--- src/rtl/regfile_pkg.sv ---
// rtl/regfile_pkg.sv - shared defaults and FSM encodings for the register-bank write scheduler
package regfile_pkg;

   localparam int RF_ADDR_W   = 5;
   localparam int RF_DATA_W   = 32;
   localparam int RF_NUM_REGS = 32;

   typedef enum logic [1:0] {
      ST_IDLE  = 2'd0,
      ST_CLEAR = 2'd1,
      ST_DONE  = 2'd2
   } state_t;

endpackage

--- src/rtl/rr_arbiter.sv ---
// rtl/rr_arbiter.sv - combinational one-hot arbiter; RR_ARB_EN selects round-robin, else fixed priority
module rr_arbiter
   import regfile_pkg::*;
#(
   parameter int NUM_REQ = 4,
   parameter int PTR_W   = 2
) (
   input  logic [NUM_REQ-1:0] req,
`ifdef RR_ARB_EN
   input  logic [PTR_W-1:0]   ptr,
`endif
   output logic [NUM_REQ-1:0] gnt
);

`ifdef RR_ARB_EN
   // Walk the search order backwards so the candidate closest to ptr is written last and wins.
   always_comb begin
      gnt = '0;
      for (int k = NUM_REQ - 1; k >= 0; k--) begin
         if (req[(int'(ptr) + k) % NUM_REQ]) begin
            gnt = NUM_REQ'(1) << ((int'(ptr) + k) % NUM_REQ);
         end
      end
   end
`else
   always_comb begin
      gnt = '0;
      for (int k = NUM_REQ - 1; k >= 0; k--) begin
         if (req[k]) begin
            gnt = NUM_REQ'(1) << k;
         end
      end
   end
`endif

endmodule

--- src/rtl/regfile_wr_sched.sv ---
// rtl/regfile_wr_sched.sv - write-port scheduler and bank-clear sequencer; RR_ARB_EN enables round-robin
module regfile_wr_sched
   import regfile_pkg::*;
#(
   parameter int NUM_REQ  = 4,
   parameter int NUM_REGS = RF_NUM_REGS,
   parameter int ADDR_W   = RF_ADDR_W,
   parameter int DATA_W   = RF_DATA_W
) (
   input  logic                      clk,
   input  logic                      reset,
   input  logic [NUM_REQ-1:0]        req,
   input  logic [NUM_REQ*ADDR_W-1:0] req_addr,
   input  logic [NUM_REQ*DATA_W-1:0] req_data,
   output logic [NUM_REQ-1:0]        gnt,
   input  logic                      clr_start,
   output logic                      clr_busy,
   output logic                      clr_done,
   input  logic                      rf_stall,
   output logic                      rf_we,
   output logic [ADDR_W-1:0]         rf_waddr,
   output logic [DATA_W-1:0]         rf_wdata
);

   localparam int                PTR_W     = $clog2(NUM_REQ);
   localparam logic [ADDR_W-1:0] LAST_ADDR = ADDR_W'(NUM_REGS - 1);

   state_t              state;
   state_t              state_nxt;
   logic [ADDR_W-1:0]   clr_cnt;
   logic [NUM_REQ-1:0]  arb_gnt;
   logic [ADDR_W-1:0]   win_addr;
   logic [DATA_W-1:0]   win_data;

`ifdef RR_ARB_EN
   logic [PTR_W-1:0] ptr;
   logic [PTR_W-1:0] win_idx;

   always_comb begin
      win_idx = '0;
      for (int i = 0; i < NUM_REQ; i++) begin
         if (gnt[i]) win_idx = PTR_W'(i);
      end
   end

   always_ff @(posedge clk or posedge reset) begin
      if (reset) begin
         ptr <= '0;
      end else if (|gnt) begin
         ptr <= (win_idx == PTR_W'(NUM_REQ - 1)) ? '0 : win_idx + 1'b1;
      end
   end

   rr_arbiter #(.NUM_REQ(NUM_REQ), .PTR_W(PTR_W)) u_arb (
      .req (req),
      .ptr (ptr),
      .gnt (arb_gnt)
   );
`else
   rr_arbiter #(.NUM_REQ(NUM_REQ), .PTR_W(PTR_W)) u_arb (
      .req (req),
      .gnt (arb_gnt)
   );
`endif

   always_comb begin
      win_addr = '0;
      win_data = '0;
      for (int i = 0; i < NUM_REQ; i++) begin
         if (gnt[i]) begin
            win_addr = req_addr[i*ADDR_W +: ADDR_W];
            win_data = req_data[i*DATA_W +: DATA_W];
         end
      end
   end

   always_ff @(posedge clk or posedge reset) begin
      if (reset) state <= ST_IDLE;
      else       state <= state_nxt;
   end

   always_comb begin
      state_nxt = state;
      case (state)
         ST_IDLE:  if (!rf_stall && clr_start) state_nxt = ST_CLEAR;
         ST_CLEAR: if (!rf_stall && clr_cnt == LAST_ADDR) state_nxt = ST_DONE;
         ST_DONE:  state_nxt = ST_IDLE;
         default:  state_nxt = ST_IDLE;
      endcase
   end

   always_comb begin
      gnt      = '0;
      clr_busy = 1'b0;
      clr_done = 1'b0;
      case (state)
         ST_IDLE:  if (!rf_stall && !clr_start) gnt = arb_gnt;
         ST_CLEAR: clr_busy = 1'b1;
         ST_DONE: begin
            clr_busy = 1'b1;
            clr_done = 1'b1;
         end
         default: ;
      endcase
   end

   // During CLEAR rf_waddr always mirrors clr_cnt; a stall freezes both along with rf_we.
   always_ff @(posedge clk or posedge reset) begin
      if (reset) begin
         rf_we    <= 1'b0;
         rf_waddr <= '0;
         rf_wdata <= '0;
         clr_cnt  <= '0;
      end else if (!rf_stall) begin
         case (state)
            ST_IDLE: begin
               if (clr_start) begin
                  rf_we    <= 1'b1;
                  rf_waddr <= '0;
                  rf_wdata <= '0;
                  clr_cnt  <= '0;
               end else if (|gnt) begin
                  rf_we    <= 1'b1;
                  rf_waddr <= win_addr;
                  rf_wdata <= win_data;
               end else begin
                  rf_we    <= 1'b0;
               end
            end
            ST_CLEAR: begin
               if (clr_cnt == LAST_ADDR) begin
                  rf_we   <= 1'b0;
                  clr_cnt <= '0;
               end else begin
                  clr_cnt  <= clr_cnt + 1'b1;
                  rf_waddr <= clr_cnt + 1'b1;
               end
            end
            default: rf_we <= 1'b0;
         endcase
      end
   end

endmodule

--- config.mk ---
export PLATFORM = sky130hd
export DESIGN_NAME = regfile_wr_sched
export DESIGN_NICKNAME = d
export VERILOG_FILES = /design/src/rtl/regfile_pkg.sv /design/src/rtl/rr_arbiter.sv /design/src/rtl/regfile_wr_sched.sv
export SDC_FILE = /design/constraint.sdc
export NUM_CORES = 1
export LEC_CHECK = 0
export ABC_AREA = 0
export ABC_CLOCK_PERIOD_IN_PS = 2100
export CAP_MARGIN = 20
export CELL_PAD_IN_SITES_DETAIL_PLACEMENT = 1
export CELL_PAD_IN_SITES_GLOBAL_PLACEMENT = 1
export CORE_MARGIN = 1
export CORE_UTILIZATION = 25
export CTS_CLUSTER_DIAMETER = 80
export DETAILED_ROUTE_END_ITERATION = 12
export PLACE_DENSITY_LB_ADDON = 0.1
export SLEW_MARGIN = 25
export SYNTH_ARGS = -nofsm -noshare
export SYNTH_HDL_FRONTEND = slang
export SYNTH_SLANG_ARGS = --single-unit
--- constraint.sdc ---
create_clock -name clk -period 2.1 [get_ports clk]
set_input_delay 0.42 -clock clk [delete_from_list [all_inputs] [get_ports clk]]
set_output_delay 0.42 -clock clk [all_outputs]
set_load 0.05 [all_outputs]
==> results of run 1 <==
## timing repair
item | 4_1_cts | 5_1_grt
pin swaps | 5 | 3
buffers inserted | 9 | 7
gates resized for setup | 14 | 6
setup endpoints to repair | 19 | 14
## sequential cells by signal, summed over array words and instances, names as in the netlist
name / cells
rf_waddr: 5
rf_wdata: 32
clr_cnt: 5
state: 2
rf_we: 1
## path summary, 6_finish.rpt
check	slack [ns]	endpoint	depth (start not counted)
min in group clk	0.48	rf_wdata[31]$_DFFE_PP0P_	2
max in group asynchronous	1.15	rf_wdata[21]$_DFFE_PP0P_	3
min	0.44	rf_wdata[11]$_DFFE_PP0P_	2
max	-0.11	gnt[2]	5
max reg2reg	0.12	rf_waddr[0]$_DFFE_PP0P_	9
min reg2reg	0.48	rf_wdata[31]$_DFFE_PP0P_	2
## per-layer routing
layer | routed length (um) | global-route usage, % | vias to the layer above
li1 | - | - | 1792
met1 | 5531 | 25.02 | 1841
met4 | 263 | 5.175 | 0
met5 | 0 | 0 | -
met3 | 871 | 5.473 | 16
met2 | 6927 | 38.46 | 125
## Yosys cell counts
library cell / instances / area share (%)
a2111oi_0: 1 / 0.28
a211o_1: 37 / 10
a211oi_1: 1 / 0.24
a21boi_0: 1 / 0.24
a21o_1: 1 / 0.24
a21oi_1: 1 / 0.16
a22oi_1: 4 / 0.96
a31oi_1: 1 / 0.20
a32oi_1: 33 / 9.3
and3_1: 1 / 0.20
buf_1: 1 / 0.12
buf_2: 9 / 1.4
buf_4: 1 / 0.24
buf_6: 3 / 1.1
clkbuf_1: 19 / 2.3
dfrtp_1: 45 / 36
ha_1: 5 / 2.0
inv_1: 7 / 0.84
mux2i_1: 3 / 0.96
nand2_1: 37 / 4.4
nand2b_1: 34 / 6.8
nand3_1: 4 / 0.64
nand3b_1: 1 / 0.24
nand4_1: 4 / 0.80
nand4b_1: 1 / 0.28
nor2_1: 36 / 4.3
nor2b_1: 6 / 1.2
nor3_1: 1 / 0.16
nor3_2: 1 / 0.32
nor3b_1: 2 / 0.48
nor4b_2: 2 / 0.96
o211ai_1: 4 / 0.96
o211ai_4: 1 / 0.68
o21ai_0: 27 / 4.3
o21ai_1: 19 / 3.0
o221ai_1: 5 / 1.4
o22a_1: 1 / 0.28
or2_1: 1 / 0.20
or4_4: 1 / 0.36
or4b_2: 1 / 0.32
xnor2_1: 1 / 0.28
xor2_1: 1 / 0.28
## layout make-up
| type | instances | area share [%] |
|---|---|---|
| Timing Repair Buffer | 243 | 41.43 |
| Multi-Input combinational cell | 280 | 32.41 |
| Sequential cell | 45 | 19.38 |
| Tap cell | 168 | 3.618 |
| Clock buffer | 7 | 2.627 |
| Inverter | 7 | 0.4522 |
| Clock inverter | 1 | 0.08613 |
## layout by cell type (no fill, tap or decap), types with 3 or more instances in the layout
cell / synthesis / layout
clkdlybuf4s50_1: 0 / 188
dfrtp_1: 45 / 45
a211o_1: 37 / 37
buf_4: 1 / 37
nor2_1: 36 / 36
nand2_1: 37 / 35
nand2b_1: 34 / 34
a32oi_1: 33 / 33
o21ai_0: 27 / 27
o21ai_1: 19 / 19
buf_12: 0 / 7
o221ai_1: 5 / 5
inv_2: 0 / 5
nor2b_1: 6 / 5
clkbuf_16: 0 / 5
buf_6: 3 / 5
nand4_1: 4 / 4
nand3_1: 4 / 4
a22oi_1: 4 / 4
o211ai_1: 4 / 4
ha_1: 5 / 4
mux2i_1: 3 / 3
dlygate4sd2_1: 0 / 3
## power by group through the flow
stage	Combinational, W	Clock (W)	Sequential, W
finish	0.00295	0.000855	0.00131
global route	0.00313	0.000915	0.00135
floorplan	0.000750	0	0.00219
CTS	0.00287	0.000870	0.00131
detailed placement	0.00279	0	0.00133
global placement	0.00276	0	0.00131
## kinds of logic (layout without fill, tap and decap cells)
group | Yosys count | after routing | synth area share (%)
XOR/XNOR | 2 | 2 | 0.5610
AND/OR/NAND/NOR | 133 | 133 | 21.75
buffers and inverters | 40 | 258 | 6.010
multiplexers | 3 | 3 | 0.9616
AO/OA/AOI/OAI | 137 | 137 | 32.65
flip-flops | 45 | 45 | 36.06
adder cells (fa/ha/maj) | 5 | 5 | 2.003
## stage by stage
step | utilization, % | setup TNS (ns) | cells | area [sq um]
2_1_floorplan | - | -0.04969 | 365 | 3138
3_3_place_gp | 45.20 | -6.396 | 727 | 5474
3_5_place_dp | 45.20 | -9.520 | 727 | 5474
4_1_cts | 47.31 | -0.2779 | 744 | 5731
5_1_grt | 47.98 | -0.6937 | 751 | 5811
6_report | 47.98 | -0.3708 | 751 | 5811
==> results.md, run 1 <==
* CTS tree: yes
* Worst-Margin Slew at around 0.56 ns
* Setup violations, final at 4
* Syn_area_per_cell at approximately 8.6 sq um
* Min Tclk post-route at approximately 2.2 ns
* CP bufs+invs at 2
* Arr. time, crit path at 1.79 ns
* Layout Nets at 743
* GP Congestion at between 0.8 and 0.9
* Share of layout cells above drive strength 1 at a little over an eighth
* Count of final hold-check violations at 0
* CP Capture Type: output port
* Cell family contributing the most delay on the critical path: simple AND/OR/NAND/NOR gates
* Synthesized Nets at 526
* Number of global-route vias before repair at 4,169
* Maximum vdd drop at between 0.0003 and 0.0004 V
* Layout fillers at around 1.4k
* Switching portion of total power at 44.13%
* Vias at 3,774
* Slew HR at a little over three fifths
* Final global-route overflow total at 0
* Drt first pass iters at 4
* Initial Util at 25.79%
* Mapped Cells at roughly 370
* Final Worst Setup Slack at -0.1146 ns
* Unrepaired setup endpoints after global routing: true
* Clock power frac at about 17%
* H-tree Lvls at 2
* Antenna-violating nets left at 0
* Die area at 12,940 sq um
* Hold Slack at 0.4389 ns
* CP Class: flip-flop to output port
* Lkg Pwr at approximately 2.4 nW
* First-pass GRT wire length at approximately 22,000 um
* DRT iter0 DRCs at between 100 and 150
* Area Growth Syn to Fin at 86.06%
* CTS root buffer: clkbuf_16
* Max-slew violation count at 0
* Post-Place Worst Slack at -0.3340 ns
* Seq/Total Area, Yosys at roughly 36%
* Mapped cell area at 3123 sq um
* Antenna violations before repair at 0
* Seq pwr share at between 20% and 30%
* Die Span Y at 113.8 um
* Ys Warns at 0
* Post-CTS Hold Buffers at 0
* Multi-input gate area in the final layout at 1883 sq um
* Worst R2R Start: state[1]$_DFFE_PP0P_
* Clk_lat worst skew at 0.29 ns
* PnR Total Power at 0.005110 W
* Slowest-stage cell, CP: or4b_4
* Critical Path RT at between 1.5 and 2 ns
* Worst-path maximum fanout at 2
* Max-Cap Viols at 0
* Final Cycle Share at 105.5%
* Drt wl/cell at approximately 18 um
* DR vias/cell at a little over 5
* # IOs at 200
* Hpwl dp at about 10,000 um
* Failing checks: setup timing
* WL final at between 10,000 and 15,000 um
* Number of port buffers at 199
* Register Area at about 1100 sq um
* Critical path's largest stage delay at between 0.4 and 0.5 ns
* Pwr per Cell Area at just under 900 nW/um^2
* FF+latch count, synth at 45
* Rows at 40
* Clock slew at reported path FFs at about 0.070 ns
* Antenna cell count at 0
* Clk buf depth at 2
* Hold Path Class: primary input to asynchronous set/reset pin
* Max Clock Skew at approximately 0.013 ns
* Largest net degree at the start of global routing at 45
* Pint at ~0.0029 W
* Fmax at around 450 MHz
* CP startpoint: state[1]$_DFFE_PP0P_
* GRT Util Overall at a little over a fifth
* Die width at around 110 um
* Switching pwr at between 0.002 and 0.0025 W
* CTS Sinks at 45
* CTS Buf Count at 5
* Cells along the critical path: inv_2, ha_4, or4b_4, nor3b_4, buf_12
* Startpoint Class: flip-flop
* DRC errors left at 0
* Status: complete, but fails checks
* Gate power share at 57.7%
* Library cells used by synthesis at 42
* Core ar. at between 10,000 and 15,000 sq um
Power figures use the tool's default switching activity.
==> run 2, diff against run 1 <==
Settings changed: CORE_UTILIZATION 25 to 44, DONT_BUFFER_PORTS set to 1.
==> results.md, run 2 (synthesized netlist as in run 1, its figures left out) <==
* Cells along the critical path: inv_2, ha_4, or4b_4, nor3b_4, buf_12
* Regs by FF count: rf_wdata (32), clr_cnt (5), rf_waddr (5)
* M1 WL at about 4400 um
* Fmax at around 450 MHz
* Hold Path Class: primary input to asynchronous set/reset pin
* Placed cell areas at around 3300 sq um
* Pwr per Cell Area at between 1000 and 1500 nW/um^2
* CTS root buffer: clkbuf_8
* Post-Place Worst Slack at ~0.016 ns
* Final std cells w/o fill at between 400 and 500
* Layout Nets at approximately 540
* Antenna violations before repair at 0
* PnR Total Power at just over 0.004 W
* CP Class: flip-flop to output port
* CP Capture Type: output port
* DRT iter0 DRCs at 99
* Antenna-violating nets left at 0
* Most common cell after layout, fill and taps aside: dfrtp_1
* Clk buf depth at 2
* Antenna cell count at 0
* Startpoint Class: flip-flop
* Count of final hold-check violations at 0
* Critical path's largest stage delay at a little under 0.5 ns
* # IOs at 200
* Vias at a little over 3k
* CP bufs+invs at 2
* Max-slew violation count at 0
* Slew HR at 64.70%
* Most frequent cells in the layout: dfrtp_1, a211o_1, nor2_1
* DR vias/cell at 6.364
* Final Cell Area at roughly 3700 sq um
* Final Cycle Share at 105.6%
* Clk_lat worst skew at about 0.29 ns
* Reg2reg end: rf_waddr[0]$_DFFE_PP0P_
* GP Congestion at around 0.8
* Final Worst Setup Slack at -0.1176 ns
* Final global-route overflow total at 0
* Worst R2R Start: state[0]$_DFFE_PP0P_
* Max-Cap Viols at 0
* Maximum vdd drop at ~0.00047 V
* Largest net degree at the start of global routing at 76
* Placed Instances at roughly 450
* Max Clock Skew at 0.003293 ns
* Reg-to-reg slack, setup at around 0.06 ns
* Routed wl met2 at 5569 um
* Uppermost layer routed: met4
* First-pass GRT wire length at 16,100 um
* Min Tclk post-route at about 2.2 ns
* Rows at 30
* Critical Path RT at around 1.7 ns
* Die width at 86.25 um
* Initial Util at between 40% and 50%
* Share of layout cells above drive strength 1 at 17.28%
* Core ar. at between 6000 and 7000 sq um
* Die area at ~7400 sq um
* Lkg Pwr at between 1.5 and 2 nW
* Die Span Y at about 86 um
* Met3 wire length at 738 um
* Drt first pass iters at 4
* Status: complete, but fails checks
* Slowest-stage cell, CP: or4b_4
* Worst-path maximum fanout at 2
* CTS Sinks at 45
* Hpwl dp at ~7500 um
* Setup_tns at -0.2744 ns
* Area Growth Syn to Fin at 19.51%
* Setup violations, final at 3
* Arr. time, crit path at approximately 1.8 ns
* Cell family contributing the most delay on the critical path: simple AND/OR/NAND/NOR gates
* Most flops, register: rf_wdata
* CTS Buf Count at 5
* CTS tree: yes
* Number of port buffers at 0
* WL final at ~11,000 um
* R2R cell count at 9
* H-tree Lvls at 2
* Worst-Margin Slew at 0.5288 ns
* Failing checks: setup timing
* Unrepaired setup endpoints after global routing: true
* Largest register FFs at 32
* DRC errors left at 0
* Cell count along the critical path at 5
* Clock slew at reported path FFs at around 0.09 ns
* Drt wl/cell at around 23 um
* GRT Util Overall at ~28%
* Post-CTS Hold Buffers at 0
* Number of global-route vias before repair at between 3k and 4k
run 2: power breakdown:
group          leakage (nW)  internal, W  switching (W)  total [W]
Combinational         0.963     0.000568       0.000605    0.00117
Sequential            0.591      0.00113        0.00112    0.00225
Clock                0.0585     0.000389       0.000310   0.000699
Total                  1.61      0.00208        0.00203    0.00412
run 2: worst max-delay path by stage:
stage | startpoint | end | slack [ns]
6_report | state[0]$_DFFE_PP0P_ | gnt[2] | -0.12
3_3_place_gp | state[0]$_DFFE_PP0P_ | gnt[3] | 0.10
4_1_cts | state[0]$_DFFE_PP0P_ | gnt[2] | -0.13
5_1_grt | state[0]$_DFFE_PP0P_ | gnt[2] | -0.18
2_1_floorplan | state[0]$_DFFE_PP0P_ | gnt[2] | -0.05
3_5_place_dp | state[0]$_DFFE_PP0P_ | gnt[3] | 0.02
run 2: through the flow:
stage / util [%] / hold WS (ns)
global route: 54.63 / 0.06022
floorplan: - / 0.4796
finish: 54.63 / 0.03801
detailed placement: 48.55 / 0.3677
global placement: 48.55 / 0.3716
CTS: 52.18 / 0.04252
run 2: worst register-to-register path, delay by kind of cell, from the launching register on:
kind / cells / cell delay (ns)
DFF: 1 / 0.39
adders and majority gates: 1 / 0.15
buffers and inverters: 4 / 0.53
and+or+nand+nor: 2 / 0.55
AOI/OAI and AO/OA: 2 / 0.30
run 2: repair_timing:
| action | CTS | global route |
|---|---|---|
| cloned | 0 | 4 |
| gates resized for setup | 11 | 9 |
| endpoints found under the setup margin | 4 | 41 |
| pin swaps | 4 | 5 |
| setup buffers | 13 | 10 |
run 2: layer usage:
metal  vias up  GRT usage [%]
li1       1387              -
met1      1507          35.34
met2       133          48.05
met3        15          6.190
met4         0          6.515
met5         -              0
run 2: layout make-up:
class | instances | area, sq um
fill | 832 | 3099
multi-input combinational | 280 | 1877
sequential | 45 | 1126
timing repair buffer | 42 | 461.7
tap | 96 | 120.1
clock buffer | 7 | 86.33
inverter | 7 | 31.28
clock inverter | 1 | 30.03
==> variant (settings of run 2) <==
The package constant `RF_ADDR_W` goes from 5 to 6.
--- a/src/rtl/regfile_pkg.sv
+++ b/src/rtl/regfile_pkg.sv
@@ -1,7 +1,7 @@
 // rtl/regfile_pkg.sv - shared defaults and FSM encodings for the register-bank write scheduler
 package regfile_pkg;
 
-   localparam int RF_ADDR_W   = 5;
+   localparam int RF_ADDR_W   = 6;
    localparam int RF_DATA_W   = 32;
    localparam int RF_NUM_REGS = 32;
 
Ports: changed (resized req_addr and rf_waddr); port bits go from 200 to 205. The function was not compared with the original's and may differ.
==> variant against run 2 <==
The flow still finishes with violations (negative setup slack); non-clock buffer count is 4 higher; via count is 11% higher; sequential cell count is 2 higher; fmax is 8.3% lower; worst setup slack worse by 0.20 ns; global-route usage is 3.3 points higher; final area is 11% higher; total power is 14% lower; critical path depth is 1 higher; routed wire length is 20% higher; synthesized area is 4.1% higher; largest cell class unchanged.
==> variant: results (changes against run 2) <==
STA
  • Final WS setup: -0.319 ns (-0.201 ns)
  • # setup viols final: 39 (+36)
  • Slew margin rel.: 63.0% (-1.7 points)
  • Worst Skew: 0.00289 ns (-0.000400 ns)

Placement
  • Detailed Place HPWL: 8640 µm (+15%)
  • Post-place setup slack: -0.157 ns (-0.173 ns)
  • GPL Wtd Cong: 0.835 (+2.6%)
  • Cell Area, Placed: 3500 µm² (+5.5%)

Routing
  • Met2 WL: 6490 µm (+16%)
  • DR WL/cell: 27.6 µm (+21%)
  • M1 WL: 5160 µm (+16%)
  • Vias per cell: 7.08 (+11%)
  • Met3 WL: 1050 µm (+43%)
  • DRT iter0 DRCs: 129 (+30%)

Synth
  • Top post-synthesis cells by count: 47 x dfrtp_1, 44 x nand2_1, 34 x a211oi_1, 33 x a221oi_1, 32 x o2bb2ai_1
  • Post-synth cell types: 51 (+21%)

Clock network
  • Clock latency on the worst-skew pair: 0.31 ns (+0.02 ns)

Power and ir drop
  • Pleak: 1.48 nW (-8.3%)
  • Peak supply drop: 0.000414 V (-12%)
  • P_sw: 1.66 mW (-18%)

Final layout
  • Nets: 544 (+0.37%)
  • Layout cells sized above 1: 29.7% (+12 points)

GRT
  • Largest net degree at the start of global routing: 50 (-34%)
  • Tot GR Track Use: 31.1% (+3.3 points)

Setup path
  • Critical Path AT: 2.00 ns (+0.20 ns)

Run status
  • Status: finished with violations
  • Failing checks: negative setup slack

Worst hold path
  • Worst Hold Class: in -> reg
## variant: cell count changes in the layout (fill, tap and decap cells not counted), sizes merged, moves of 30 or more
cell	run 2	this run
nand2b	34	4
a32oi	33	3
a221oi	0	33
a211oi	1	34
o2bb2ai	0	32
a211o	37	2
## variant: what timing repair did
| action | in CTS | in global routing |
|---|---|---|
| hold endpoints to repair | 12 | 0 |
| setup buffers | 7 | 3 |
| gates resized for setup | 17 | 58 |
| pin swaps | 2 | 5 |
| hold buffers | 1 | 0 |
| endpoints found under the setup margin | 39 | 42 |
| gates cloned | 1 | 4 |
## variant: layout make-up
cell class | count | area [µm²]
Multi-Input combinational cell | 275 | 2170
Inverter | 5 | 31.3
Timing Repair Buffer | 46 | 549
Clock buffer | 7 | 86.3
Clock inverter | 1 | 8.76
Sequential cell | 47 | 1180
Fill cell | 769 | 2840
Tap cell | 96 | 120
## variant: power by group through the flow
stage | registers, mW | logic, mW | clock network [mW]
finish | 1.69 | 1.24 | 0.608
global route | 1.71 | 1.34 | 0.651
CTS | 1.68 | 1.11 | 0.618
detailed placement | 1.70 | 1.05 | 0
global placement | 1.69 | 1.02 | 0
floorplan | 1.64 | 0.771 | 0
## variant: cells by family (layout without fill, tap and decap cells)
family	count (synthesis)	after routing	synth area share [%]
compound gates	180	180	40.7
xor+xnor	2	2	0.539
fa+ha+maj	4	4	1.54
buf+inv	47	59	6.97
flops	47	47	36.2
mux	3	3	0.962
simple gates	86	86	13.1
## variant: through the flow
step                hold WS (ns)  TNS [ns]  cells
floorplan                  0.519   -0.0751    369
global placement           0.275     -1.47    454
detailed placement         0.268     -3.08    454
CTS                        0.195     -1.17    471
global route               0.197     -7.00    477
finish                     0.200     -4.95    477
## variant: path summary, 6_finish.rpt
path	end	slack, ns	from	cells past startpoint
max in group asynchronous	clr_cnt[4]	1.04	reset	3
hold / removal	rf_we	0.20	rf_stall	1
min in group asynchronous	rf_wdata[10]	0.51	reset	2
hold reg to reg	clr_cnt[2]	0.61	clr_cnt[2]	1
setup reg to reg	rf_wdata[13]	-0.17	state[0]	9
setup / recovery	gnt[3]	-0.32	state[0]	6
## variant: routing by layer
layer	up-vias	track usage [%]
met2	166	52.9
met5	-	0
li1	1476	-
met3	37	8.39
met4	0	11.6
met1	1696	37.5
## variant: worst max-delay path: stages, from the launching register on
cell      delay (ns)
dfrtp_1         0.41
inv_2           0.08
ha_4            0.12
or4b_4          0.45
or3_4           0.43
clkinv_8        0.06
buf_12          0.12
